--- src/rtl/dut_master.sv ---
// Bus initiator: pushes (a, b) pairs into the DUT A/B FIFOs and returns each y result.
// Define DUT_MASTER_POLL_EN to poll FIFO status before every access.
module dut_master #(
    parameter int unsigned POLL_LIMIT = 255,
    parameter int unsigned CNT_W      = 16
) (
    input  logic             CLK,
    input  logic             RST_N,
    input  logic             op_valid,
    input  logic             op_a,
    input  logic             op_b,
    output logic             op_ready,
    output logic             res_valid,
    output logic             res_data,
    input  logic             res_ready,
    output logic [2:0]       write_address,
    output logic             write_data,
    output logic             write_en,
    input  logic             write_rdy,
    output logic [2:0]       read_address,
    output logic             read_en,
    input  logic             read_data,
    input  logic             read_rdy,
    output logic [CNT_W-1:0] done_cnt,
    output logic             err
);

    localparam int unsigned PW = $clog2(POLL_LIMIT + 1);

    typedef enum logic [2:0] {
        StIdle,
        StPollA,
        StWrA,
        StPollB,
        StWrB,
        StPollY,
        StRdY,
        StOut
    } state_t;

`ifdef DUT_MASTER_POLL_EN
    localparam state_t AfterIdle = StPollA;
    localparam state_t AfterWrA  = StPollB;
    localparam state_t AfterWrB  = StPollY;
`else
    localparam state_t AfterIdle = StWrA;
    localparam state_t AfterWrA  = StWrB;
    localparam state_t AfterWrB  = StRdY;
`endif

    state_t            state_q, state_d;
    logic              a_q, b_q;
    logic              res_data_q;
    logic [CNT_W-1:0]  done_cnt_q;
    logic              err_q;
    logic [PW-1:0]     poll_cnt_q;

    logic wr_state, rd_state, waiting, leave, timeout;

    // Bus decode: address and data depend only on the state, so they hold for its whole length.
    always_comb begin
        wr_state      = 1'b0;
        rd_state      = 1'b0;
        write_address = 3'd0;
        write_data    = 1'b0;
        read_address  = 3'd0;
        unique case (state_q)
            StPollA: begin
                rd_state     = 1'b1;
                read_address = 3'd0;
            end
            StPollB: begin
                rd_state     = 1'b1;
                read_address = 3'd1;
            end
            StPollY: begin
                rd_state     = 1'b1;
                read_address = 3'd2;
            end
            StRdY: begin
                rd_state     = 1'b1;
                read_address = 3'd3;
            end
            StWrA: begin
                wr_state      = 1'b1;
                write_address = 3'd4;
                write_data    = a_q;
            end
            StWrB: begin
                wr_state      = 1'b1;
                write_address = 3'd5;
                write_data    = b_q;
            end
            default: ;
        endcase
    end

    assign write_en  = wr_state & write_rdy;
    assign read_en   = rd_state & read_rdy;
    assign op_ready  = (state_q == StIdle);
    assign res_valid = (state_q == StOut);
    assign res_data  = res_data_q;
    assign done_cnt  = done_cnt_q;
    assign err       = err_q;

    always_comb begin
        state_d = state_q;
        unique case (state_q)
            StIdle:  if (op_valid)             state_d = AfterIdle;
            StPollA: if (read_en && read_data) state_d = StWrA;
            StWrA:   if (write_en)             state_d = AfterWrA;
            StPollB: if (read_en && read_data) state_d = StWrB;
            StWrB:   if (write_en)             state_d = AfterWrB;
            StPollY: if (read_en && read_data) state_d = StRdY;
            StRdY:   if (read_en)              state_d = StOut;
            StOut:   if (res_ready)            state_d = StIdle;
            default:                           state_d = StIdle;
        endcase
    end

    // Every non-advancing bus cycle counts toward the timeout, rdy-low cycles included.
    assign waiting = wr_state | rd_state;
    assign leave   = (state_d != state_q);
    assign timeout = waiting & ~leave & (poll_cnt_q == PW'(POLL_LIMIT - 1));

    always_ff @(posedge CLK or negedge RST_N) begin
        if (!RST_N) begin
            state_q    <= StIdle;
            a_q        <= 1'b0;
            b_q        <= 1'b0;
            res_data_q <= 1'b0;
            done_cnt_q <= '0;
            err_q      <= 1'b0;
            poll_cnt_q <= '0;
        end else begin
            if (timeout) begin
                state_q    <= StIdle;
                err_q      <= 1'b1;
                poll_cnt_q <= '0;
            end else begin
                state_q <= state_d;
                if (leave || !waiting) begin
                    poll_cnt_q <= '0;
                end else begin
                    poll_cnt_q <= poll_cnt_q + PW'(1);
                end
            end
            if (state_q == StIdle && op_valid) begin
                a_q <= op_a;
                b_q <= op_b;
            end
            if (state_q == StRdY && read_en) begin
                res_data_q <= read_data;
            end
            if (state_q == StOut && res_ready) begin
                done_cnt_q <= done_cnt_q + CNT_W'(1);
            end
        end
    end

endmodule

--- config.mk ---
export PLATFORM = sky130hd
export DESIGN_NAME = dut_master
export DESIGN_NICKNAME = d
export VERILOG_FILES = /design/src/rtl/dut_master.sv
export SDC_FILE = /design/constraint.sdc
export NUM_CORES = 1
export LEC_CHECK = 0
export BUFFER_PORTS_ARGS = -buffer_cell sky130_fd_sc_hd__clkbuf_2
export CORE_MARGIN = 2
export CORE_UTILIZATION = 57
export DETAILED_ROUTE_END_ITERATION = 8
export GPL_TIMING_DRIVEN = 0
export HOLD_SLACK_MARGIN = 0.08
export PLACE_DENSITY = 0.84
export SLEW_MARGIN = 25
export SYNTH_ARGS = -nofsm -noshare
export SYNTH_HDL_FRONTEND = slang
export SYNTH_SLANG_ARGS = --single-unit
--- constraint.sdc ---
create_clock -name CLK -period 3.54 [get_ports CLK]
set_clock_uncertainty 0.1 [all_clocks]
set_input_delay 0 -clock CLK [delete_from_list [all_inputs] [get_ports CLK]]
set_output_delay 0 -clock CLK [all_outputs]
set_load 0.02 [all_outputs]
==> flow_metrics.py, run 1 <==
metrics = {
    "final_layout": {
        "multi_input_area_um2": 810,
        "regArea_um2": 776,
        "fillCellCount": 200,
        "fin_area_um2": 2070,
        "syn_to_final_growth_pct": 25.1,
        "diodes": 0,
        "nets": 230,
        "stdcell_count": 250,
        "drive_gt1_share_pct": 26.9,
    },
    "critical_path": {
        "path_delay_family": "buffers and inverters",
        "worst-path-stages": 4,
        "slowest_stage": "dlygate4sd3_1",
        "startpoint_type": "flop",
        "endpoint_kind": "flop",
        "critPathBufInv": 2,
        "path_cells": "buf_4 > nor4b_1 > mux2_2 > dlygate4sd3_1",
        "cp_data_arrival_time_ps": 2360,
        "ff2ff_path_depth": 4,
        "path_max_fanout": 10,
        "crit_required_ps": 3650,
        "max_stage_delay_ps": 570,
        "criticalPathCategory": "flop to flop",
    },
    "cts": {
        "root_buffer": "clkbuf_4",
        "cts_sinks": 31,
        "clockBufferDepth": 2,
        "cts_tree": "built",
        "clk_pin_slew_ps": 100,
        "clk_latency_ps": 320,
        "cts.htree.levels": 2,
        "numCtsBuffers": 5,
        "cts_setup_buffers": 0,
    },
    "sta": {
        "hold_viol": 0,
        "layout_worst_path_cycle_share_pct": 63.6,
        "worst_slew_pin_slew_ps": 746,
        "maxSlewHeadroom_pct": 50.3,
        "min_period_ps": 2250,
        "final.setup.worst_slack_ps": 1290,
        "holdWs_ps": 163,
        "fin_setup_tns_ps": 0,
        "maxSlewViolCount": 0,
        "fmax_mhz": 444,
        "rsz0062_at_grt": "false",
        "setup-violations-final": 0,
    },
    "logic_synthesis": {
        "synth.ff_latch_count": 31,
        "synth_warnings": 0,
        "ys.flop_type": "dfrtp_1",
        "yosysSeqAreaShare_pct": 46.9,
        "netlist_area_um2": 1650,
        "netlist_instances": 164,
        "async_flop_share_pct": 100,
        "yosys.cell_types.count": 36,
        "synth_edf_count": 0,
        "avgSynthCellArea_um2": 10.1,
    },
    "global_route": {
        "grt_max_degree": 32,
        "grt_pass1_vias": 1393,
        "groute.usage.overall_pct": 23.6,
        "antenna_found_initial": 0,
        "overflow": 0,
        "grt_pass1_wl_mm": 6.10,
    },
    "route": {
        "route.detailed.drc": 0,
        "first_pass_iters": 4,
        "viasPerCell": 5.54,
        "drt_iter0_drc": 33,
        "drtAntennaViolNets": 0,
        "drt_wl_total_mm": 3.33,
        "via_count": 1384,
        "wire_per_inst_um": 13.3,
    },
    "placement": {
        "globalplace.congestion": 0.838,
        "io_buffer_count": 35,
        "post-place-ws_ps": 1900,
        "dp_cells": 231,
        "dp_hpwl_mm": 2.39,
        "postPlaceCellArea_um2": 1870,
    },
    "power": {
        "vdd_drop_max_mv": 0.703,
        "power.switching_mw": 0.572,
        "p_comb_share_pct": 47.0,
        "p_seq_share_pct": 33.2,
        "p_sw_share_pct": 40.0,
        "powerDensity_nw_per_um2": 693,
        "p_leak_nw": 0.975,
        "internal-power_mw": 0.859,
        "power.share.clock_pct": 19.8,
    },
    "floorplanning": {
        "io_pins": 38,
        "core-area_um2": 2760,
        "start_util_pct": 59.9,
        "rows": 19,
        "die_width_um": 57.9,
        "fp.dieArea_um2": 3350,
        "die_y_um": 57.9,
    },
    "worst_hold_path": {
        "hold_class": "primary input to asynchronous set/reset pin",
    },
    "outcome": {
        "status": "completed",
    },
    "job": {
        "maxCapViolCount": 0,
    },
}
worst paths after layout:
check | from | to | slack, ps
worst min register to register | err | err | 380
worst min-delay path | RST_N | poll_cnt_q[2] | 160
worst max register to register | state_q[0] | b_q | 1290
max in group asynchronous | RST_N | poll_cnt_q[7] | 2700
worst max-delay path | state_q[0] | b_q | 1290
min in group CLK | op_valid | state_q[1] | 200
cell usage after synthesis (4+ instances only):
cell type	instances	area, µm²
dfrtp_1	31	776
xnor2_1	17	149
nand2_1	16	60.1
nor2_1	12	45.0
nand3_1	10	50.1
a21oi_1	9	45.0
o21ai_0	7	35.0
and2_1	5	31.3
buf_4	5	37.5
inv_1	5	18.8
xor2_1	5	43.8
and4_1	4	35.0
through the flow:
| step | util [%] | total power, mW |
|---|---|---|
| after floorplan | - | 0.933 |
| after global placement | 67.8 | 1.08 |
| after CTS | 75.0 | 1.43 |
| after detailed placement | 67.8 | 1.10 |
| final | 75.0 | 1.43 |
| after global routing | 75.0 | 1.54 |
final cells by class:
type / count / area share [%]
multi-input combinational: 121 / 39.2
sequential: 31 / 37.5
timing repair buffer: 46 / 13.8
buffer: 8 / 2.54
clock buffer: 6 / 2.48
tap: 31 / 1.88
clock inverter: 2 / 1.69
inverter: 5 / 0.908
layout by cell type (no fill, tap or decap), types with 2 or more instances in the layout:
cell type      netlist  routed
a211oi_1             2       2
a21oi_1              9       9
and2_1               5       5
and3_1               2       2
and4_1               4       4
buf_2                3       3
buf_4                5       5
clkbuf_2             0      35
clkbuf_4             0       5
conb_1               1       2
dfrtp_1             31      31
dlygate4sd3_1        0      11
ha_1                 3       3
inv_1                5       5
mux2_2               3       3
nand2_1             16      16
nand3_1             10      10
nand4_1              3       3
nor2_1              12      12
nor3_1               2       2
nor4_4               2       2
o211ai_1             2       2
o21ai_0              7       7
or3_1                2       2
xnor2_1             17      17
xor2_1               5       5
flip-flops by register name, indices dropped and copies added, names as in the netlist:
register    flops
res_data        1
a_q             1
poll_cnt_q      8
state_q         3
b_q             1
err             1
done_cnt       16
worst reg2reg max path, delay by kind of cell (launching register included):
family,cells,cell delay (ps)
buffers and inverters,2,750
flip-flops,1,420
multiplexers,1,400
AND/OR/NAND/NOR,1,470
power by group through the flow:
| stage | logic [mW] | registers (mW) | clock network [mW] |
|---|---|---|---|
| after floorplan | 0.431 | 0.502 | 0 |
| after global placement | 0.605 | 0.476 | 0 |
| after detailed placement | 0.623 | 0.479 | 0 |
| after CTS | 0.668 | 0.472 | 0.294 |
| after global routing | 0.745 | 0.484 | 0.307 |
| final | 0.673 | 0.475 | 0.284 |
cell families after synthesis:
group,synth area share (%)
simple gates,23.5
flops,46.9
compound gates,9.08
xor+xnor,11.7
buf+inv,4.32
fa+ha+maj,2.27
mux,2.04
other cells,0.227
timing repair:
action	4_1_cts	5_1_grt
resized for setup	0	0
hold buffers	11	0
endpoints found under the hold margin	42	0
routing by layer:
| metal | track usage, % | wire [µm] | share of wire [%] |
|---|---|---|---|
| met5 | 0 | 0 | 0 |
| met4 | 8.97 | 10 | 0.30 |
| met3 | 6.92 | 165 | 5.0 |
| met2 | 39.0 | 1720 | 52 |
| met1 | 29.2 | 1430 | 43 |
Power figures use the tool's default switching activity.
==> run 2: changes to the inputs <==
CORE_UTILIZATION = 48   (was 57)
PLACE_DENSITY = 0.75   (was 0.84)
clock period = 1.95 ns   (was 3.54 ns; I/O delays follow)
==> flow_metrics.py, run 2 (synthesized netlist as in run 1, its figures left out) <==
metrics = {
    "cts": {
        "numCtsBuffers": 5,
        "clk_pin_slew_ps": 100,
        "clockBufferDepth": 2,
        "cts_sinks": 31,
        "clk_latency_ps": 330,
        "cts_tree": "built",
        "cts.htree.levels": 2,
        "root_buffer": "clkbuf_4",
    },
    "final_layout": {
        "diodes": 0,
        "nets": 226,
        "regArea_um2": 776,
        "stdcell_count": 261,
        "multi_input_area_um2": 810,
        "layout_commonest_cell": "clkbuf_2",
        "drive_gt1_share_pct": 26.0,
        "largest_reg_flops": 16,
        "mostFrequentLayoutCells": "35 x clkbuf_2, 31 x dfrtp_1, 17 x xnor2_1",
        "syn_to_final_growth_pct": 23.3,
        "fillCellCount": 293,
    },
    "sta": {
        "fin_setup_tns_ps": 0,
        "holdWs_ps": 154,
        "worst_slew_pin_slew_ps": 731,
        "rsz0062_at_grt": "false",
        "fmax_mhz": 554,
        "layout_worst_path_cycle_share_pct": 92.6,
        "maxSlewViolCount": 0,
        "setup-violations-final": 0,
        "min_period_ps": 1810,
        "hold_viol": 0,
        "maxSlewHeadroom_pct": 51.3,
    },
    "floorplanning": {
        "die_width_um": 62.7,
        "die_y_um": 62.7,
        "start_util_pct": 49.9,
        "rows": 21,
        "io_pins": 38,
        "core-area_um2": 3310,
        "fp.dieArea_um2": 3930,
    },
    "placement": {
        "dp_hpwl_mm": 2.14,
        "dp_cells": 246,
        "io_buffer_count": 35,
        "globalplace.congestion": 0.863,
    },
    "critical_path": {
        "reg2reg_from": "state_q[0]",
        "cp_data_arrival_time_ps": 1930,
        "crit_required_ps": 2070,
        "path_max_fanout": 10,
        "cp-startpoint": "state_q[0]",
        "endpoint_kind": "flop",
        "criticalPathCategory": "flop to flop",
        "startpoint_type": "flop",
    },
    "global_route": {
        "overflow": 0,
        "antenna_found_initial": 0,
        "grt_max_degree": 32,
        "grt_pass1_vias": 1311,
        "groute.usage.overall_pct": 18.2,
        "grt_pass1_wl_mm": 5.64,
    },
    "route": {
        "wl_met3_um": 146,
        "drtAntennaViolNets": 0,
        "via_count": 1294,
        "wire_per_inst_um": 11.4,
        "top_layer_used": "met4",
        "drt_iter0_drc": 32,
        "viasPerCell": 4.96,
        "drt_wl_total_mm": 2.99,
        "first_pass_iters": 4,
        "route.detailed.drc": 0,
        "drt-met1-wl_mm": 1.44,
        "wl_met2_mm": 1.36,
    },
    "power": {
        "power.total_mw": 2.41,
        "p_leak_nw": 0.950,
        "powerDensity_nw_per_um2": 1180,
        "vdd_drop_max_mv": 0.773,
    },
    "job": {
        "maxCapViolCount": 0,
    },
    "worst_hold_path": {
        "hold_class": "primary input to asynchronous set/reset pin",
    },
    "outcome": {
        "status": "completed",
    },
}
[run 2: critical path: stages (launching register included)]
cell and delay (ps):
dfrtp_1 390, buf_4 180, inv_1 70, nand4_1 90, mux2_2 330, dlygate4sd3_1 550
[run 2: layout make-up]
cell class / instances / area share [%]
Buffer: 6 / 2.09
Clock buffer: 8 / 3.38
Inverter: 5 / 0.921
Multi-Input combinational cell: 121 / 39.7
Sequential cell: 31 / 38.1
Tap cell: 46 / 2.82
Timing Repair Buffer: 44 / 13.0
[run 2: worst paths after layout]
kind,endpoint,slack [ps],cells past startpoint
hold / removal,poll_cnt_q[3],150,2
max in group asynchronous,a_q,1120,2
setup reg to reg,res_data,140,5
min in group CLK,a_q,350,3
setup / recovery,res_data,140,5
hold reg to reg,err,380,1
[run 2: repair_timing]
action,4_1_cts,5_1_grt
endpoints found under the setup margin,0,1
hold endpoints to repair,42,0
buffers inserted,0,0
hold buffers,9,0
gates resized for setup,0,0
[run 2: routing by layer]
layer / global-route usage, % / vias up
met5: 0 / -
met4: 6.94 / 0
met3: 6.67 / 4
met2: 29.3 / 32
met1: 22.3 / 592
li1: - / 666
[run 2: where the power goes]
part / switching [mW] / leakage [nW] / total [mW] / internal, mW
combinational: 0.690 / 0.503 / 1.13 / 0.443
clock: 0.210 / 0.0386 / 0.422 / 0.212
sequential: 0.0982 / 0.408 / 0.857 / 0.759
[run 2: through the flow]
step	area (µm²)	setup slack [ps]	utilization, %
after global routing	2040	53.6	61.6
final	2040	144	61.6
after CTS	2050	31.0	61.9
after floorplan	1660	354	-
after global placement	1890	339	57.1
after detailed placement	1890	330	57.1
==> run 3: changes to the inputs <==
PLACE_DENSITY = 0.87   (was 0.75)
==> flow_metrics.py, run 3 (synthesized netlist as in run 1, its figures left out) <==
metrics = {
    "outcome": {
        "status": "completed",
    },
    "sta": {
        "layout_worst_path_cycle_share_pct": 93.9,
        "maxSlewViolCount": 0,
        "setup-violations-final": 0,
        "hold_viol": 0,
        "fmax_mhz": 546,
        "min_period_ps": 1830,
        "maxSlewHeadroom_pct": 51.5,
        "worst_slew_pin_slew_ps": 728,
        "rsz0062_at_grt": "false",
        "fin_setup_tns_ps": 0,
    },
    "cts": {
        "clk_pin_slew_ps": 100,
        "cts_sinks": 31,
        "cts-resized-gates": 0,
        "cts_tree": "built",
        "cts.htree.levels": 2,
        "clk_latency_ps": 320,
        "cts_setup_buffers": 0,
        "numCtsBuffers": 5,
        "clockBufferDepth": 2,
        "root_buffer": "clkbuf_4",
    },
    "global_route": {
        "antenna_found_initial": 0,
        "groute.usage.overall_pct": 18.1,
        "grt_max_degree": 32,
        "grt_pass1_vias": 1285,
        "grt_pass1_wl_mm": 5.60,
        "overflow": 0,
    },
    "critical_path": {
        "path_max_fanout": 10,
        "startpoint_type": "flop",
        "path_delay_family": "buffers and inverters",
        "max_stage_delay_ps": 550,
        "cp_data_arrival_time_ps": 1940,
        "criticalPathCategory": "flop to flop",
        "slowest_stage": "dlygate4sd3_1",
        "endpoint_kind": "flop",
        "critPathBufInv": 3,
        "path_cells": "buf_4 > inv_1 > nand4_1 > mux2_2 > dlygate4sd3_1",
        "crit_required_ps": 2060,
    },
    "route": {
        "route.detailed.drc": 0,
        "drtAntennaViolNets": 0,
        "viasPerCell": 5.11,
        "drt_iter0_drc": 44,
        "drt_wl_total_mm": 3.10,
        "first_pass_iters": 4,
        "wire_per_inst_um": 11.9,
        "via_count": 1334,
    },
    "final_layout": {
        "drive_gt1_share_pct": 26.5,
        "diodes": 0,
        "largest_reg_flops": 16,
        "fillCellCount": 279,
        "nets": 226,
        "regArea_um2": 776,
        "syn_to_final_growth_pct": 24.4,
        "multi_input_area_um2": 810,
        "mostFrequentLayoutCells": "35 x clkbuf_2, 31 x dfrtp_1, 17 x xnor2_1",
        "layout_commonest_cell": "clkbuf_2",
    },
    "placement": {
        "globalplace.congestion": 0.779,
        "io_buffer_count": 35,
        "dp_hpwl_mm": 2.28,
    },
    "floorplanning": {
        "fp.dieArea_um2": 3930,
        "start_util_pct": 49.9,
        "die_width_um": 62.7,
        "die_y_um": 62.7,
        "rows": 21,
        "core-area_um2": 3310,
        "io_pins": 38,
    },
    "power": {
        "power.total_mw": 2.52,
        "vdd_drop_max_mv": 0.712,
        "powerDensity_nw_per_um2": 1220,
        "p_leak_nw": 0.960,
    },
    "job": {
        "maxCapViolCount": 0,
    },
    "worst_hold_path": {
        "hold_class": "primary input to asynchronous set/reset pin",
    },
}
[run 3: through the flow]
step	hold WS [ps]	cells	instance area (µm²)	setup WS (ps)	utilization (%)
after detailed placement	5.42	246	1890	274	57.1
after global routing	254	261	2060	59.8	62.1
after global placement	5.70	246	1890	311	57.1
final	161	261	2060	120	62.1
after CTS	186	263	2070	16.6	62.4
after floorplan	-396	165	1660	354	-
[run 3: final cells by class]
type | count | share of cell area [%]
multi-input cells | 121 | 39.4
flip-flops and latches | 31 | 37.7
repair buffers | 44 | 12.9
well taps | 46 | 2.80
clock buffers | 6 | 2.50
plain buffers | 6 | 2.07
clock inverters | 2 | 1.70
inverters | 5 | 0.913
[run 3: worst reg2reg max path, cell delays in order (launching register included)]
cell and delay (ps):
dfrtp_1 410, buf_4 190, inv_1 70, nand4_1 80, mux2_2 330, dlygate4sd3_1 550
[run 3: report_power, final]
group | switching (mW) | internal (mW)
combinational | 0.690 | 0.443
sequential | 0.104 | 0.759
clock | 0.219 | 0.303
total | 1.01 | 1.50
[run 3: what timing repair did]
| item | in CTS | in global routing |
|---|---|---|
| setup endpoints to repair | 0 | 1 |
| hold endpoints to repair | 42 | 0 |
| hold buffers | 9 | 0 |
[run 3: final timing paths]
check	startpoint	endpoint	slack, ps	cells past startpoint
min	RST_N	done_cnt[14]	160	2
max reg2reg	state_q[0]	res_data	120	5
min reg2reg	err	err	370	1
max in group asynchronous	RST_N	poll_cnt_q[7]	1120	2
min in group CLK	op_b	b_q	350	3
max	state_q[0]	res_data	120	5
[run 3: per-layer routing]
metal  GRT usage (%)  wire length (µm)  vias up
li1                -                 -      663
met1            21.8              1380      628
met2            32.0              1550       38
met3            3.42               142        5
met4            6.94                38        0
met5               0                 0        -
